$ cat config.mk
export PLATFORM = sky130hd
export DESIGN_NAME = logic_unit_flat
export DESIGN_NICKNAME = d
export VERILOG_FILES = /design/src/rtl/logic_unit_if.sv /design/src/rtl/logic_unit.sv /design/src/flat_wrapper.sv
export SDC_FILE = /design/constraint.sdc
export NUM_CORES = 1
export LEC_CHECK = 0
export ABC_AREA = 0
export BUFFER_PORTS_ARGS = -buffer_cell sky130_fd_sc_hd__buf_4
export CAP_MARGIN = 20
export CORE_MARGIN = 1
export CORE_UTILIZATION = 40
export DETAILED_ROUTE_END_ITERATION = 10
export PLACE_DENSITY_LB_ADDON = 0.25
export SETUP_SLACK_MARGIN = 0.4
export SYNTH_ARGS = -nofsm -noshare
export SYNTH_HDL_FRONTEND = slang
export SYNTH_SLANG_ARGS = --single-unit
$ cat constraint.sdc
create_clock -name clk -period 3.9 [get_ports clk]
set_input_delay 0.39 -clock clk [delete_from_list [all_inputs] [get_ports clk]]
set_output_delay 0.39 -clock clk [all_outputs]
set_load 0.005 [all_outputs]
$ cat src/rtl/logic_unit_if.sv
// +----------------------------------------------------------------------------+
// | logic_unit_if : operand/result handshake bundle for logic_unit             |
// | Optional accumulator port present when LOGIC_UNIT_ACC_EN is defined.       |
// | Revision      : 1.0                                                        |
// +----------------------------------------------------------------------------+
`default_nettype none

interface logic_unit_if #(
  parameter int WIDTH = 8
);
  logic             in_valid;
  logic             in_ready;
  logic [2:0]       op;
  logic [WIDTH-1:0] a;
  logic [WIDTH-1:0] b;
  logic             acc_sel;
  logic             acc_wr;
  logic             acc_clr;
  logic             out_valid;
  logic             out_ready;
  logic [WIDTH-1:0] z_out;
  logic             zero;
  logic             ones;
  logic             parity;
`ifdef LOGIC_UNIT_ACC_EN
  logic [WIDTH-1:0] acc;

  modport master (
    output in_valid, op, a, b, acc_sel, acc_wr, acc_clr, out_ready,
    input  in_ready, out_valid, z_out, zero, ones, parity, acc
  );

  modport slave (
    input  in_valid, op, a, b, acc_sel, acc_wr, acc_clr, out_ready,
    output in_ready, out_valid, z_out, zero, ones, parity, acc
  );
`else
  modport master (
    output in_valid, op, a, b, acc_sel, acc_wr, acc_clr, out_ready,
    input  in_ready, out_valid, z_out, zero, ones, parity
  );

  modport slave (
    input  in_valid, op, a, b, acc_sel, acc_wr, acc_clr, out_ready,
    output in_ready, out_valid, z_out, zero, ones, parity
  );
`endif
endinterface

`default_nettype wire

$ cat src/rtl/logic_unit.sv
// +----------------------------------------------------------------------------+
// | logic_unit : registered bitwise logic unit with valid/ready handshake,     |
// |              result flags and optional accumulator (LOGIC_UNIT_ACC_EN).    |
// | Revision   : 1.0                                                           |
// +----------------------------------------------------------------------------+
`default_nettype none

module logic_unit #(
  parameter int WIDTH = 8
) (
  input  wire logic   clk,
  input  wire logic   n_reset,
  logic_unit_if.slave bus
);

  localparam logic [2:0] c_op_and  = 3'b000;
  localparam logic [2:0] c_op_or   = 3'b001;
  localparam logic [2:0] c_op_xor  = 3'b010;
  localparam logic [2:0] c_op_nand = 3'b011;
  localparam logic [2:0] c_op_nor  = 3'b100;
  localparam logic [2:0] c_op_xnor = 3'b101;
  localparam logic [2:0] c_op_nota = 3'b110;

  logic [WIDTH-1:0] r_z_out;
  logic             r_zero;
  logic             r_ones;
  logic             r_parity;
  logic             r_out_valid;

  logic             w_in_ready;
  logic             w_accept;
  logic [WIDTH-1:0] w_opa;
  logic [WIDTH-1:0] w_result;

  // One-deep output register: a consume frees the slot in the same cycle.
  assign w_in_ready = !r_out_valid || bus.out_ready;
  assign w_accept   = bus.in_valid && w_in_ready;

`ifdef LOGIC_UNIT_ACC_EN
  logic [WIDTH-1:0] r_acc;

  assign w_opa = bus.acc_sel ? r_acc : bus.a;

  // Clear wins over a same-cycle write; the beat itself still saw the old value.
  always_ff @(posedge clk or negedge n_reset) begin
    if (!n_reset) begin
      r_acc <= '0;
    end else if (bus.acc_clr) begin
      r_acc <= '0;
    end else if (w_accept && bus.acc_wr) begin
      r_acc <= w_result;
    end
  end

  assign bus.acc = r_acc;
`else
  logic w_unused_acc;

  assign w_opa        = bus.a;
  assign w_unused_acc = ^{bus.acc_sel, bus.acc_wr, bus.acc_clr};
`endif

  always_comb begin
    w_result = bus.b;
    case (bus.op)
      c_op_and:  w_result = w_opa & bus.b;
      c_op_or:   w_result = w_opa | bus.b;
      c_op_xor:  w_result = w_opa ^ bus.b;
      c_op_nand: w_result = ~(w_opa & bus.b);
      c_op_nor:  w_result = ~(w_opa | bus.b);
      c_op_xnor: w_result = ~(w_opa ^ bus.b);
      c_op_nota: w_result = ~w_opa;
      default:   w_result = bus.b;
    endcase
  end

  always_ff @(posedge clk or negedge n_reset) begin
    if (!n_reset) begin
      r_z_out     <= '0;
      r_zero      <= 1'b0;
      r_ones      <= 1'b0;
      r_parity    <= 1'b0;
      r_out_valid <= 1'b0;
    end else if (w_accept) begin
      r_z_out     <= w_result;
      r_zero      <= ~|w_result;
      r_ones      <= &w_result;
      r_parity    <= ^w_result;
      r_out_valid <= 1'b1;
    end else if (bus.out_ready) begin
      r_out_valid <= 1'b0;
    end
  end

  assign bus.in_ready  = w_in_ready;
  assign bus.out_valid = r_out_valid;
  assign bus.z_out     = r_z_out;
  assign bus.zero      = r_zero;
  assign bus.ones      = r_ones;
  assign bus.parity    = r_parity;

endmodule

`default_nettype wire

$ cat src/flat_wrapper.sv
// flat-port wrapper written by rule: the top's interface ports become plain ports
module logic_unit_flat 
#(
  parameter int WIDTH = 8
)
  (clk, n_reset, bus_in_valid, bus_op, bus_a, bus_b, bus_acc_sel, bus_acc_wr, bus_acc_clr, bus_out_ready, bus_in_ready, bus_out_valid, bus_z_out, bus_zero, bus_ones, bus_parity);
  logic_unit_if #(.WIDTH(WIDTH)) bus_i ();
  input  wire logic clk;
  input  wire logic n_reset;
  input wire logic [$bits(bus_i.in_valid)-1:0] bus_in_valid;
  input wire logic [$bits(bus_i.op)-1:0] bus_op;
  input wire logic [$bits(bus_i.a)-1:0] bus_a;
  input wire logic [$bits(bus_i.b)-1:0] bus_b;
  input wire logic [$bits(bus_i.acc_sel)-1:0] bus_acc_sel;
  input wire logic [$bits(bus_i.acc_wr)-1:0] bus_acc_wr;
  input wire logic [$bits(bus_i.acc_clr)-1:0] bus_acc_clr;
  input wire logic [$bits(bus_i.out_ready)-1:0] bus_out_ready;
  output wire logic [$bits(bus_i.in_ready)-1:0] bus_in_ready;
  output wire logic [$bits(bus_i.out_valid)-1:0] bus_out_valid;
  output wire logic [$bits(bus_i.z_out)-1:0] bus_z_out;
  output wire logic [$bits(bus_i.zero)-1:0] bus_zero;
  output wire logic [$bits(bus_i.ones)-1:0] bus_ones;
  output wire logic [$bits(bus_i.parity)-1:0] bus_parity;
  assign bus_i.in_valid = bus_in_valid;
  assign bus_i.op = bus_op;
  assign bus_i.a = bus_a;
  assign bus_i.b = bus_b;
  assign bus_i.acc_sel = bus_acc_sel;
  assign bus_i.acc_wr = bus_acc_wr;
  assign bus_i.acc_clr = bus_acc_clr;
  assign bus_i.out_ready = bus_out_ready;
  assign bus_in_ready = bus_i.in_ready;
  assign bus_out_valid = bus_i.out_valid;
  assign bus_z_out = bus_i.z_out;
  assign bus_zero = bus_i.zero;
  assign bus_ones = bus_i.ones;
  assign bus_parity = bus_i.parity;
  logic_unit #(.WIDTH(WIDTH)) u_core (.clk(clk), .n_reset(n_reset), .bus(bus_i));
endmodule
==> flow_metrics.py <==
metrics = {
    "outcome": {
        "status": "finished clean",
    },
    "critical_path": {
        "r2r_slack_ns": 2.09,
        "critical_path_class": "input port to flop",
        "crit_fanout": 3,
        "crit_chain": "buf_4, inv_1, ha_1, nor2b_1, a2111oi_0, a311oi_1, o22a_1, ha_1, xor2_1, xnor2_1, xnor3_1, mux2_2",
        "cp_common_cell": "ha_1",
        "start_kind": "input port",
        "arrival_ns": 3.03,
        "cp_slowest_cell": "a2111oi_0",
        "crit_required_ns": 4.05,
        "cp_slowest_stage_delay_ns": 0.43,
        "cp-end-kind": "flop",
    },
    "synth": {
        "synth.yosys.seq_area_share_pct": 20.8,
        "ys_ff_latch": 12,
        "synth_ff_type": "dfrtp_1",
        "yosys.area.top_type": "dfrtp_1",
        "synth-warning-count": 0,
        "synth_area_leaders": "dfrtp_1 (21%), ha_1 (18%), inv_1 (6.0%), nor2b_1 (4.8%), nand2_1 (4.7%)",
        "syn_nets": 223,
        "synthMostInstantiatedCell": "inv_1",
        "synthDominantCellAreaShare_pct": 20.8,
        "netlist_area_mm2": 0.00144,
        "post_synth.cell_area_avg_um2": 8.19,
        "synth_edf_count": 0,
        "synth_cells": 176,
        "async_reset_ff_share_pct": 100,
        "netlist-cell-type-count": 40,
        "synth_commonest_cells": "inv_1 (23), ha_1 (21), nand2_1 (18)",
    },
    "detailed_routing": {
        "wire_per_inst_um": 13.0,
        "dr.pass1.iters": 4,
        "viasPerCell": 5.41,
        "drtIter0Drc": 67,
        "wirelength_um": 3270,
        "post-route-drc-count": 0,
        "antenna_left": 0,
        "vias": 1359,
    },
    "global_routing": {
        "gr-total-overflow": 0,
        "grt_pass1_wl_um": 5550,
        "grt_pass1_vias": 1341,
        "grt_usage_pct": 18.9,
        "antenna_found_initial": 0,
        "grt_max_degree": 31,
    },
    "flow_run": {
        "maxCapViolCount": 0,
    },
    "pwr": {
        "power.density_mw_per_mm2": 263,
        "p_leak_uw": 0.000860,
        "peakVddDrop_mv": 0.199,
    },
    "clocking": {
        "cts_buffers": 3,
        "clockRootBuffer": "clkbuf_4",
        "post-cts-setup-buffer-count": 0,
        "cts.sinks": 12,
        "cts_resized": 0,
        "clock_latency_ns": 0.26,
        "path_clk_slew_ns": 0.07,
        "htreeDepth": 1,
        "clockBufferDepth": 2,
        "cts_tree": "done",
    },
    "sta": {
        "fin_worst_skew_ns": 0.00347,
        "hold_violations": 0,
        "max_clock_freq_mhz": 347,
        "worst_pin_slew_ns": 0.524,
        "setup_violations": 0,
        "slew_headroom_pct": 64.2,
        "grt_setup_unrepaired": "no",
        "setup_tns_ns": 0,
        "period_needed_ns": 2.88,
        "drv_slew": 0,
        "finalCritPeriodShare_pct": 73.9,
        "setup_ws_ns": 1.02,
    },
    "place": {
        "port_buffers": 35,
        "place_congestion": 0.772,
        "place_ws_ns": 0.761,
        "hpwl_um": 2600,
    },
    "floorplan": {
        "dieHeight_um": 62.0,
        "initial_core_util_pct": 42.5,
        "die_w_um": 62.0,
        "core-area_mm2": 0.00339,
        "placementRows": 21,
        "dieArea_mm2": 0.00385,
        "ios": 39,
    },
    "finish": {
        "fin_nets": 254,
        "antennaDiodeCount": 0,
        "drive_gt1_share_pct": 23.4,
        "area_growth_pct": 21.3,
    },
    "worst_hold_path": {
        "hold_path.class": "input port to flop",
    },
}
[state kept, by name (all words and copies together), names as in the netlist]
name                  cells
u_core.bus.zero           1
u_core.bus.out_valid      1
u_core.bus.z_out          8
u_core.bus.ones           1
u_core.bus.parity         1
[where the power goes]
| part | leakage (µW) | switching [µW] | internal [µW] | total (µW) |
|---|---|---|---|---|
| clock | 0.0000138 | 35.6 | 35.6 | 71.2 |
| combinational | 0.000701 | 101 | 127 | 228 |
| sequential | 0.000146 | 12.5 | 147 | 160 |
| total | 0.000860 | 149 | 310 | 459 |
[cells in the final DEF, fill, tap and decap left out, drive strengths merged, types with 2 or more instances in the layout]
master	count
o31ai	3
mux2i	4
o211ai	2
ha	21
nor3	3
buf	35
mux2	6
mux4	2
clkbuf	3
a211oi	3
nor2	5
inv	24
nor2b	11
o21ai	9
nand3b	3
dfrtp	12
a311oi	2
nand2	18
nand2b	4
o22ai	4
a2111oi	2
a21oi	13
a221oi	2
[worst paths after layout]
check                      depth (start not counted)              endpoint                 start
setup / recovery                                  12     u_core.bus.parity              bus_b[4]
hold / removal                                     2  u_core.bus.out_valid          bus_in_valid
setup reg to reg                                   4       u_core.bus.zero  u_core.bus.out_valid
hold reg to reg                                    2   u_core.bus.z_out[3]   u_core.bus.z_out[3]
max in group asynchronous                          2   u_core.bus.z_out[5]               n_reset
min in group asynchronous                          2   u_core.bus.z_out[3]               n_reset
[routing by layer]
| metal | share of wire [%] | GRT usage (%) |
|---|---|---|
| met3 | 3.0 | 4.35 |
| met5 | 0 | 0 |
| met2 | 53 | 36.0 |
| met4 | 0 | 0.317 |
| met1 | 44 | 22.6 |
[kinds of logic (layout without fill, tap and decap cells)]
kind of cell,count (synthesis),in the layout,share of synthesized area [%]
compound gates,46,46,21.2
xor+xnor,3,3,2.78
fa+ha+maj,21,21,18.2
buf+inv,34,63,9.46
flops,12,12,20.8
mux,12,12,10.6
simple gates,48,48,16.9
[worst max-delay path, delay by kind of cell]
| family | cells | cell delay, ns |
|---|---|---|
| multiplexers | 1 | 0.26 |
| buffers and inverters | 2 | 0.13 |
| XOR/XNOR | 3 | 0.73 |
| AND/OR/NAND/NOR | 1 | 0.14 |
| AO/OA/AOI/OAI | 3 | 0.79 |
| adder cells (fa/ha/maj) | 2 | 0.60 |
[cell type report]
type                       count  area (µm²)
timing repair buffer          36         273
tap                           46        57.6
fill                         343        1640
multi-input combinational    130        1000
inverter                      24        90.1
clock buffer                   3        22.5
sequential                    12         300
[repair_timing]
item | CTS | global route
endpoints found under the setup margin | 0 | 0
hold endpoints to repair | 12 | 0
hold buffers | 1 | 0
[metrics by stage]
step / std cells / total power (µW) / cell area, µm² / utilization (%) / hold slack, ns
3_3_place_gp: 247 / 377 / 1720 / 50.6 / 0.232
4_1_cts: 251 / 464 / 1750 / 51.6 / 0.337
5_1_grt: 251 / 501 / 1750 / 51.6 / 0.331
6_report: 251 / 459 / 1750 / 51.6 / 0.346
3_5_place_dp: 247 / 391 / 1720 / 50.6 / 0.236
2_1_floorplan: 176 / 304 / 1440 / - / 0.0944
(Power assumes the default switching activity.)
